$ cat config.mk
export PLATFORM = sky130hd
export DESIGN_NAME = escalonador_quantum
export DESIGN_NICKNAME = d
export VERILOG_FILES = /design/src/rtl/escalonador_quantum.sv
export SDC_FILE = /design/constraint.sdc
export NUM_CORES = 1
export LEC_CHECK = 0
export CAP_MARGIN = 20
export CORE_UTILIZATION = 50
export CTS_BUF_LIST = sky130_fd_sc_hd__clkbuf_8
export CTS_CLUSTER_SIZE = 8
export DETAILED_ROUTE_END_ITERATION = 10
export PLACE_DENSITY = 0.71
export SYNTH_ARGS = -nofsm -noshare
export SYNTH_HDL_FRONTEND = slang
export SYNTH_SLANG_ARGS = --single-unit
$ cat constraint.sdc
create_clock -name clock -period 5.36 [get_ports clock]
set_clock_uncertainty 0.05 [all_clocks]
set_input_delay 0.536 -clock clock [delete_from_list [all_inputs] [get_ports clock]]
set_output_delay 0.536 -clock clock [all_outputs]
set_load 0.05 [all_outputs]
$ cat src/rtl/escalonador_quantum.sv
// escalonador_quantum
// Round-robin quantum scheduler feeding the CPU program-counter logic.
// It counts retired user instructions. It requests a one-cycle context switch
// when a quantum expires, when a process issues I/O, or when a process ends.
// It keeps the resume PC of every user process in a table. It also presents
// the round-robin successor and that process's resume PC to the OS dispatcher.
//
// Ports
//   clock               system clock, rising edge
//   reset               synchronous, active-low
//   pc                  PC of the instruction presented by the CPU
//   avanca              instruction at pc retires this cycle
//   InstrucaIO          retiring user instruction is IN/OUT
//   fimProcesso         retiring user instruction ends the process
//   carrega/carrega_id  OS registers process carrega_id as active
//   troca_contexto      one-cycle context-switch request
//   pc_processo_trocado resume PC of the interrupted process (registered)
//   processo_atual      id owning pc (0 while in the OS)
//   proximo_processo    round-robin successor (0 if none)
//   pc_proximo          saved PC of the successor, or PC_ESCALONADOR
//   nenhum_ativo        no process is active
module escalonador_quantum #(
   parameter int          QUANTUM        = 8,
   parameter int          NUM_PROC       = 10,
   parameter int          PROC_SPAN      = 300,
   parameter logic [31:0] PC_ESCALONADOR = 32'd73
) (
   input  logic        clock,
   input  logic        reset,
   input  logic [31:0] pc,
   input  logic        avanca,
   input  logic        InstrucaIO,
   input  logic        fimProcesso,
   input  logic        carrega,
   input  logic [3:0]  carrega_id,
   output logic        troca_contexto,
   output logic [31:0] pc_processo_trocado,
   output logic [3:0]  processo_atual,
   output logic [3:0]  proximo_processo,
   output logic [31:0] pc_proximo,
   output logic        nenhum_ativo
);

   localparam int CNT_W = $clog2(QUANTUM + 1);

   typedef enum logic [1:0] {OCIOSO, EXECUTANDO, EXPIRADO, TROCA} estado_t;

   estado_t          estado, proxEstado;
   logic [CNT_W-1:0] cnt;
   logic [3:0]       atual;
   logic [3:0]       ultimo;
   logic [3:0]       idDoPc;
   logic [3:0]       base;
   logic [3:0]       prox;
   logic [NUM_PROC:1] ativo;
   logic [31:0]      pcSalvo [1:NUM_PROC];
   logic             salvaEn;
   logic [31:0]      salvaVal;
   logic             limpaAtivo;
   logic             carregaOk;

   assign carregaOk = carrega && (carrega_id >= 4'd1) && (carrega_id <= 4'(NUM_PROC));

   // floor(pc / PROC_SPAN) as a compare chain; PCs past the last process map to 0
   always_comb begin
      idDoPc = '0;
      for (int i = 1; i <= NUM_PROC; i++)
         if (pc >= 32'(i * PROC_SPAN)) idDoPc = 4'(i);
      if (pc >= 32'((NUM_PROC + 1) * PROC_SPAN)) idDoPc = '0;
   end

   // Next state; event priority is end > I/O > quantum expiry
   always_comb begin
      proxEstado = estado;
      salvaEn    = 1'b0;
      salvaVal   = pc;
      limpaAtivo = 1'b0;
      case (estado)
         OCIOSO:
            if (pc >= 32'(PROC_SPAN)) proxEstado = EXECUTANDO;
         EXECUTANDO:
            if (avanca && fimProcesso) begin
               limpaAtivo = 1'b1;
               proxEstado = TROCA;
            end else if (avanca && InstrucaIO) begin
               // resume after the I/O instruction
               salvaEn    = 1'b1;
               salvaVal   = pc + 32'd1;
               proxEstado = TROCA;
            end else if (avanca && (cnt == CNT_W'(QUANTUM - 1))) begin
               proxEstado = EXPIRADO;
            end else if (pc < 32'(PROC_SPAN)) begin
               proxEstado = OCIOSO;
            end
         EXPIRADO: begin
            // the CPU has already moved pc to the next instruction to run
            salvaEn    = 1'b1;
            proxEstado = TROCA;
         end
         TROCA:
            proxEstado = OCIOSO;
         default:
            proxEstado = OCIOSO;
      endcase
   end

   always_ff @(posedge clock) begin
      if (!reset) begin
         estado              <= OCIOSO;
         cnt                 <= '0;
         atual               <= '0;
         ultimo              <= '0;
         ativo               <= '0;
         pc_processo_trocado <= '0;
      end else begin
         estado <= proxEstado;
         case (estado)
            OCIOSO: begin
               cnt   <= '0;
               atual <= idDoPc;
            end
            EXECUTANDO:
               if (avanca) cnt <= cnt + CNT_W'(1);
            TROCA: begin
               cnt    <= '0;
               ultimo <= atual;
            end
            default: ;
         endcase
         if (salvaEn) pc_processo_trocado <= salvaVal;
         if (carregaOk) ativo[carrega_id] <= 1'b1;
         // placed after the load so a same-cycle end of the same id wins
         if (limpaAtivo && (atual != 4'd0)) ativo[atual] <= 1'b0;
      end
   end

   // Resume-PC table; validity is carried by ativo, so no reset here
   always_ff @(posedge clock) begin
      if (carregaOk) pcSalvo[carrega_id] <= 32'(int'(carrega_id) * PROC_SPAN);
      if (salvaEn && (atual != 4'd0)) pcSalvo[atual] <= salvaVal;
   end

   // Successor scan base+1 .. NUM_PROC, 1 .. base. Iterating downward lets the
   // nearest active id overwrite the farther ones, so base itself is picked
   // only when it is the sole active process.
   always_comb begin
      int cand;
      base = (estado == OCIOSO) ? ultimo : atual;
      prox = '0;
      for (int k = NUM_PROC; k >= 1; k--) begin
         cand = int'(base) + k;
         if (cand > NUM_PROC) cand = cand - NUM_PROC;
         if (ativo[4'(cand)]) prox = 4'(cand);
      end
   end

   assign troca_contexto   = (estado == TROCA);
   assign processo_atual   = (estado == OCIOSO) ? 4'd0 : atual;
   assign proximo_processo = prox;
   assign nenhum_ativo     = ~|ativo;
   assign pc_proximo       = (prox == 4'd0) ? PC_ESCALONADOR : pcSalvo[prox];

endmodule

### Word level (Yosys, flattened, before mapping)

Memory sizes are Yosys's and may differ from the RTL's.
Index checks and enable logic that the tools add are counted.

| storage, ports and cells | value |
|---|---|
| input port bits | 42 |
| RAM bits | 320 |
| memories | 1 |
| flip-flop bits (word level) | 56 |

Memories:

| name | depth | bits a word | rd ports | clocked after Yosys merged registers in | write ports | line | RTL |
|---|---|---|---|---|---|---|---|
| pcSalvo | 10 | 32 | 1 | 0 | 2 | 56 | `logic [31:0] pcSalvo [1:NUM_PROC];` |

| operators by class | value |
|---|---|
| $lt $le $gt $ge | 38 |
| bitwise operators | 3 |
| $add $sub $neg | 22 |
| reductions and logical operators | 18 |
| multiply operators | 1 |
| eq/ne operators | 7 |
| mux-type cells | 91 |

Operators with widths:

| operator | count |
|---|---|
| 32-bit by 12-bit >= comparator with 1-bit output, second input constant | 5 |
| 4-bit 2-to-1 mux | 33 |
| 32-bit 2-to-1 mux | 4 |
| 32-bit by 11-bit >= comparator with 1-bit output, second input constant | 3 |
| 32-bit by 10-bit >= comparator with 1-bit output, second input constant | 2 |
| 4-bit by 6-bit < comparator with 1-bit output, second input constant | 10 |
| 5-bit by 4-bit greater-than comparator with 1-bit output, second input constant | 10 |
| 1-bit binary-select mux with 4-bit select | 10 |
| 4-bit subtractor, second input constant | 10 |
| 32-bit by 1-bit adder with 32-bit output, second input constant | 1 |
| 32-bit by 9-bit >= comparator with 1-bit output, second input constant | 1 |
| 32-bit by 9-bit < comparator with 1-bit output, second input constant | 1 |
| 1-bit 2-to-1 mux | 31 |
| 10-bit 2-to-1 mux | 3 |
| 4-bit by 3-bit adder with 5-bit output, second input constant | 4 |
| 4-bit by 4-bit adder with 5-bit output, second input constant | 3 |
| 4-bit by 1-bit >= comparator with 1-bit output, second input constant | 3 |
| 4-bit by 7-bit multiplier with 11-bit output, second input constant | 1 |
| 4-bit by 2-bit adder with 5-bit output, second input constant | 2 |
| 10-bit bitwise AND | 1 |
| 4-bit by 5-bit < comparator with 1-bit output, second input constant | 2 |
| 2-bit 2-to-1 mux | 5 |
| 10-bit NOT | 1 |
| 10-bit bitwise OR | 1 |
| other kinds (21) | 33 |

### Depth between registers and ports, before layout

| depth | value |
|---|---|
| word-level depth | 20 |
| gate-level depth with buffers | 26 |
| mapped depth without buffers | 20 |

### Worst setup path after synthesis

OpenSTA, ideal clock, no wires.

| timing path | value |
|---|---|
| path type | flip-flop to output port |
| from | reg estado[0] |
| to | out pc_proximo[29] |
| buffers on the path | 5 |
| slack | -921 ps |
| arrival | 5695 ps |
| stages on the path, launching flop included | 24 |
| cell sequence | dfxtp_1 -> inv_1 -> ha_1 -> buf_6 -> mux2i_4 -> buf_2 -> buf_2 -> ha_1 -> clkinv_1 -> ha_1 -> inv_1 -> a32oi_1 -> o32ai_2 -> mux2_2 -> mux2_2 -> o211ai_1 -> xnor2_1 -> a2bb2oi_4 -> inv_1 -> and2_1 -> buf_6 -> buf_4 -> a21oi_1 -> a21oi_1 |

| on the way | value |
|---|---|
| longest elaborated chain between the ends | 20 |
| elaborated cells between the ends (all ways) | 85 |

RTL lines:

| element | line | RTL |
|---|---|---|
| start, declared | 48 | `estado_t estado, proxEstado;` |
| start signal, assigned | 116 | `estado <= proxEstado;` |
| 2-bit zero test (*) | 148 | `base = (estado == OCIOSO) ? ultimo : atual;` |
| 4-bit 2-to-1 mux (*) | 148 |  |
| 4-bit by 4-bit adder with 5-bit output | 151 | `cand = int'(base) + k;` |
| 4-bit subtractor or 5-bit by 4-bit greater-than comparator with 1-bit output (tied branches) | 152 | `if (cand > NUM_PROC) cand = cand - NUM_PROC;` |
| 4-bit 2-to-1 mux | 152 |  |
| 1-bit binary-select mux with 4-bit select | 153 | `if (ativo[4'(cand)]) prox = 4'(cand);` |
| 1-bit 2-to-1 mux (implied by the code) (2 in a row) | 153 |  |
| 4-bit 2-to-1 mux (9 in a row) | 153 |  |
| 4-bit 2-to-1 mux (*) | 153 |  |
| net proximo_processo[0] | 39 | `output logic [3:0] proximo_processo,` |
| memory 10 x 32 bit or 4-bit zero test (tied branches) | n/a |  |
| 32-bit 2-to-1 mux (*) | 161 | `assign pc_proximo = (prox == 4'd0) ? PC_ESCALONADOR : pcSalvo[prox];` |
| end, declared | 40 | `output logic [31:0] pc_proximo,` |

Mark *: on every way through the listed nets, which the timed path passes. The rest lies on a longest branch. The select of a mux whose other input is x is not followed.

### Worst setup path in the final report

| timing path | value |
|---|---|
| from | reg estado[0] |
| to | out pc_proximo[7] |

| on the way | value |
|---|---|
| longest elaborated chain between the ends | 20 |
| elaborated cells between the ends (all ways) | 85 |

RTL lines:

| element | line |
|---|---|
| 2-bit zero test (*) | 148 |
| 4-bit 2-to-1 mux (*) | 148 |
| 4-bit by 4-bit adder with 5-bit output | 151 |
| 4-bit subtractor or 5-bit by 4-bit greater-than comparator with 1-bit output (tied branches) | 152 |
| 4-bit 2-to-1 mux | 152 |
| 1-bit binary-select mux with 4-bit select | 153 |
| 1-bit 2-to-1 mux (implied by the code) (2 in a row) | 153 |
| 4-bit 2-to-1 mux (9 in a row) | 153 |
| 4-bit 2-to-1 mux (*) | 153 |
| memory 10 x 32 bit or 4-bit zero test (tied branches) | n/a |
| 32-bit 2-to-1 mux (*) | 161 |

Every way passes the cells marked *; elsewhere a longest branch is shown, timed or not. The select of a mux whose other input is x is not followed.

==> metrics.md <==
| Metric | Value |
|---|---|
| RSZ-0062 raised after global routing | `true` |
| Ys flop type | `edfxtp_1` |
| Port bufs | `115` |
| Max_cap viols | `0` |
| FP Rows | `76` |
| Area contributors post-synth | `edfxtp_1, mux2i_1, nor2_1` |
| GR Overflow Total | `0` |
| Initial Util | `50.9%` |
| Layout Cells excl Fill | `3180` |
| Final ANT Viol Nets | `0` |
| Antenna diode count | `0` |
| Leak pwr | `11.9 nW` |
| Measured slew at the worst slew-check pin | `1180 ps` |
| DR WL/cell | `23.6 um` |
| Post-Syn Area | `0.0220 mm^2` |
| # DRC | `0` |
| Hpwl dp | `46.5 mm` |
| Final setup margin | `-767 ps` |
| Psw | `3.82 mW` |
| Post-Route WL | `75.0 mm` |
| Commonest cells in the netlist | `edfxtp_1, nor2_1, nand2_1, mux2i_1, o21ai_0` |
| Final #Nets | `2644` |
| Largest vdd supply drop | `0.271 mV` |
| CTS hold repair buffers | `0` |
| H-tree levels | `2` |
| Clock Tree Root | `clkbuf_8` |
| First-pass DRT Iterations | `6` |
| R2R depth | `16` |
| Via count | `19.4k` |
| TritonCTS buffer count | `59` |
| Comb power frac | `48.0%` |
| Data required time at the worst endpoint | `4770 ps` |
| Count of different cell masters after synthesis | `102` |
| Vias in the first global route | `19.2k` |
| Number of synthesized flops with an enable pin | `320` |
| Die Wd | `212 um` |
| CTS tree | `yes` |
| Placed Cells incl. Taps | `2982` |
| Pin count of the biggest net entering global routing | `62` |
| Initial antenna violation count | `0` |
| Crit Path Class | `reg2out` |
| First-pass GRT wire length | `111 mm` |
| Internal Pwr Total | `6.62 mW` |
| Power per cell area | `346 mW/mm^2` |
| Sw Ratio | `36.6%` |
| Crit path DAT | `5540 ps` |
| Asr flop ratio synth | `0%` |
| Seq/Total Area, Yosys | `48.7%` |
| Initial DRC count | `2261` |
| Die height | `212 um` |
| Mapped Avg Cell Area | `10.0 um^2` |
| RePlAce Congestion | `0.941` |
| Clock power frac | `20.9%` |
| Final Hold Viols | `0` |
| Top-count cell post-synth | `edfxtp_1` |
| Clock Latency Late Sink | `650 ps` |
| Violated checks | `setup timing` |
| Crit start category | `register` |
| Hold depth | `2` |
| Worst hold-check path type | `reg2reg` |
| Synthesized instance count | `2194` |
| Tcrit/Tclk final | `114%` |
| CP Max Fanout | `7` |
| Status | `complete, but fails checks` |
| Worst-case headroom to the max-slew limit | `21.1%` |
| Final setup vio count | `36` |
| CP Capture Type | `output port` |
| Post-synth top area share | `43.6%` |
| CTS clk-pin slew, worst paths | `60 ps` |
| Clock Sink Count | `376` |
| Max Root-Sink Buffers | `3` |
| Total die area | `0.0449 mm^2` |
| Layout cells sized above 1 | `32.3%` |
| Timing-limited maximum frequency | `163 MHz` |
| Core ar. | `0.0433 mm^2` |
| Register share of total power | `31.1%` |
| All-layer global routing usage | `32.7%` |
| Net Count, Synth | `2284` |
| #FFs+latches synth | `376` |
| Placed Area | `0.0261 mm^2` |
| Synth-to-Final Area Change | `37.0%` |
| Max Slew Vio Count | `0` |
| Via density | `6.09` |
| Synth area leader | `edfxtp_1` |
| Boundary pin count | `116` |
| Synth warn | `0` |
| Final min period | `6130 ps` |
| Final core occ | `69.7%` |
| Post-route cell area | `0.0302 mm^2` |
[cell families (layout without fill, tap and decap cells)]
family / count (synthesis) / count (layout) / share of synthesized area, %
AO/OA/AOI/OAI: 522 / 522 / 15.3
flip-flops: 376 / 376 / 48.7
buffers and inverters: 234 / 634 / 4.88
multiplexers: 242 / 242 / 11.8
AND/OR/NAND/NOR: 726 / 727 / 14.6
adder cells (fa/ha/maj): 48 / 48 / 2.79
XOR/XNOR: 46 / 46 / 1.93
[metrics by stage]
stage	worst slack [ps]	setup TNS [ps]	hold slack [ps]	power (mW)
3_3_place_gp	-322	-8810	423	7.04
4_1_cts	-654	-18300	438	10.1
5_1_grt	-883	-25830	467	10.8
6_report	-767	-21340	441	10.4
2_1_floorplan	2.82	0	404	5.81
3_5_place_dp	-385	-9260	432	7.09
[worst paths after layout]
kind,slack [ps],startpoint,to
worst max-delay path,-770,estado[0]$_SDFFE_PN0P_,pc_proximo[7]
worst min-delay path,440,cnt[1]$_SDFFE_PN0P_,cnt[1]$_SDFFE_PN0P_
worst max register to register,1000,register,pcSalvo[1][27]$_SDFFCE_PN0P_
worst min register to register,440,cnt[1]$_SDFFE_PN0P_,cnt[1]$_SDFFE_PN0P_
[power by group through the flow]
stage	Sequential [mW]	Clock (mW)	Combinational, mW
final	3.25	2.18	5.01
after CTS	3.24	2.20	4.65
after global placement	3.30	0	3.73
after detailed placement	3.30	0	3.78
after global routing	3.25	2.32	5.19
after floorplan	3.34	0	2.47
[worst max-delay path: stages, from the launching register on]
cell and delay, ps:
dfxtp_2 320, inv_2 70, ha_4 190, buf_6 110, mux2_4 310, buf_6 140
ha_4 200, nand3b_1 120, buf_4 130, nand3_4 90, a32oi_4 320, o32ai_4 140
mux2_4 330, mux2_4 290, o211ai_1 280, xnor2_2 180, a2bb2oi_4 90, buf_12 160
buf_12 140, buf_16 160, buf_8 140, mux2i_1 110, mux2i_1 270, o22ai_2 150
a21oi_4 230, buf_12 180
[area by class of cell]
| class | count | area (um^2) |
|---|---|---|
| Tap cell | 585 | 732 |
| Timing Repair Buffer | 477 | 5000 |
| Multi-Input combinational cell | 1585 | 12400 |
| Sequential cell | 376 | 10700 |
| Clock inverter | 41 | 174 |
| Clock buffer | 61 | 840 |
| Inverter | 55 | 248 |
| Fill cell | 3050 | 13100 |
[layout by cell type, fill, tap and decap left out, types with 21 or more instances in the layout]
cell type	n
xor2_1	21
xnor2_1	21
buf_12	46
mux2_4	41
a21oi_1	73
clkdlybuf4s50_1	78
mux2i_4	22
clkbuf_8	61
nand3_1	50
buf_4	264
mux2_2	32
buf_6	60
o21ai_1	21
a21oi_4	50
inv_1	67
o21ai_0	139
o211a_1	31
mux2i_1	109
nor2_1	302
nand2_1	212
dfxtp_1	54
ha_1	30
edfxtp_1	320
mux2i_2	33
[state kept, by name (all words and copies together) (netlist names), named ones only]
| signal | count |
|---|---|
| pcSalvo | 320 |
| pc_processo_trocado | 32 |
| atual | 4 |
| ultimo | 4 |
| ativo | 10 |
| estado | 1 |
| cnt | 4 |
[routing by layer]
| metal | track usage, % | vias to the layer above | part of all wire [%] |
|---|---|---|---|
| li1 | - | 8717 | - |
| met1 | 45.2 | 9396 | 41 |
| met2 | 52.5 | 1090 | 47 |
| met3 | 5.01 | 164 | 9.4 |
| met4 | 10.3 | 0 | 3.1 |
| met5 | 0 | - | 0 |
[what timing repair did]
action,in CTS,in global routing
setup buffers,61,28
gates cloned,12,4
gates resized for setup,289,126
endpoints found under the setup margin,36,36
pin swaps,68,51
Power figures use the tool's default switching activity.
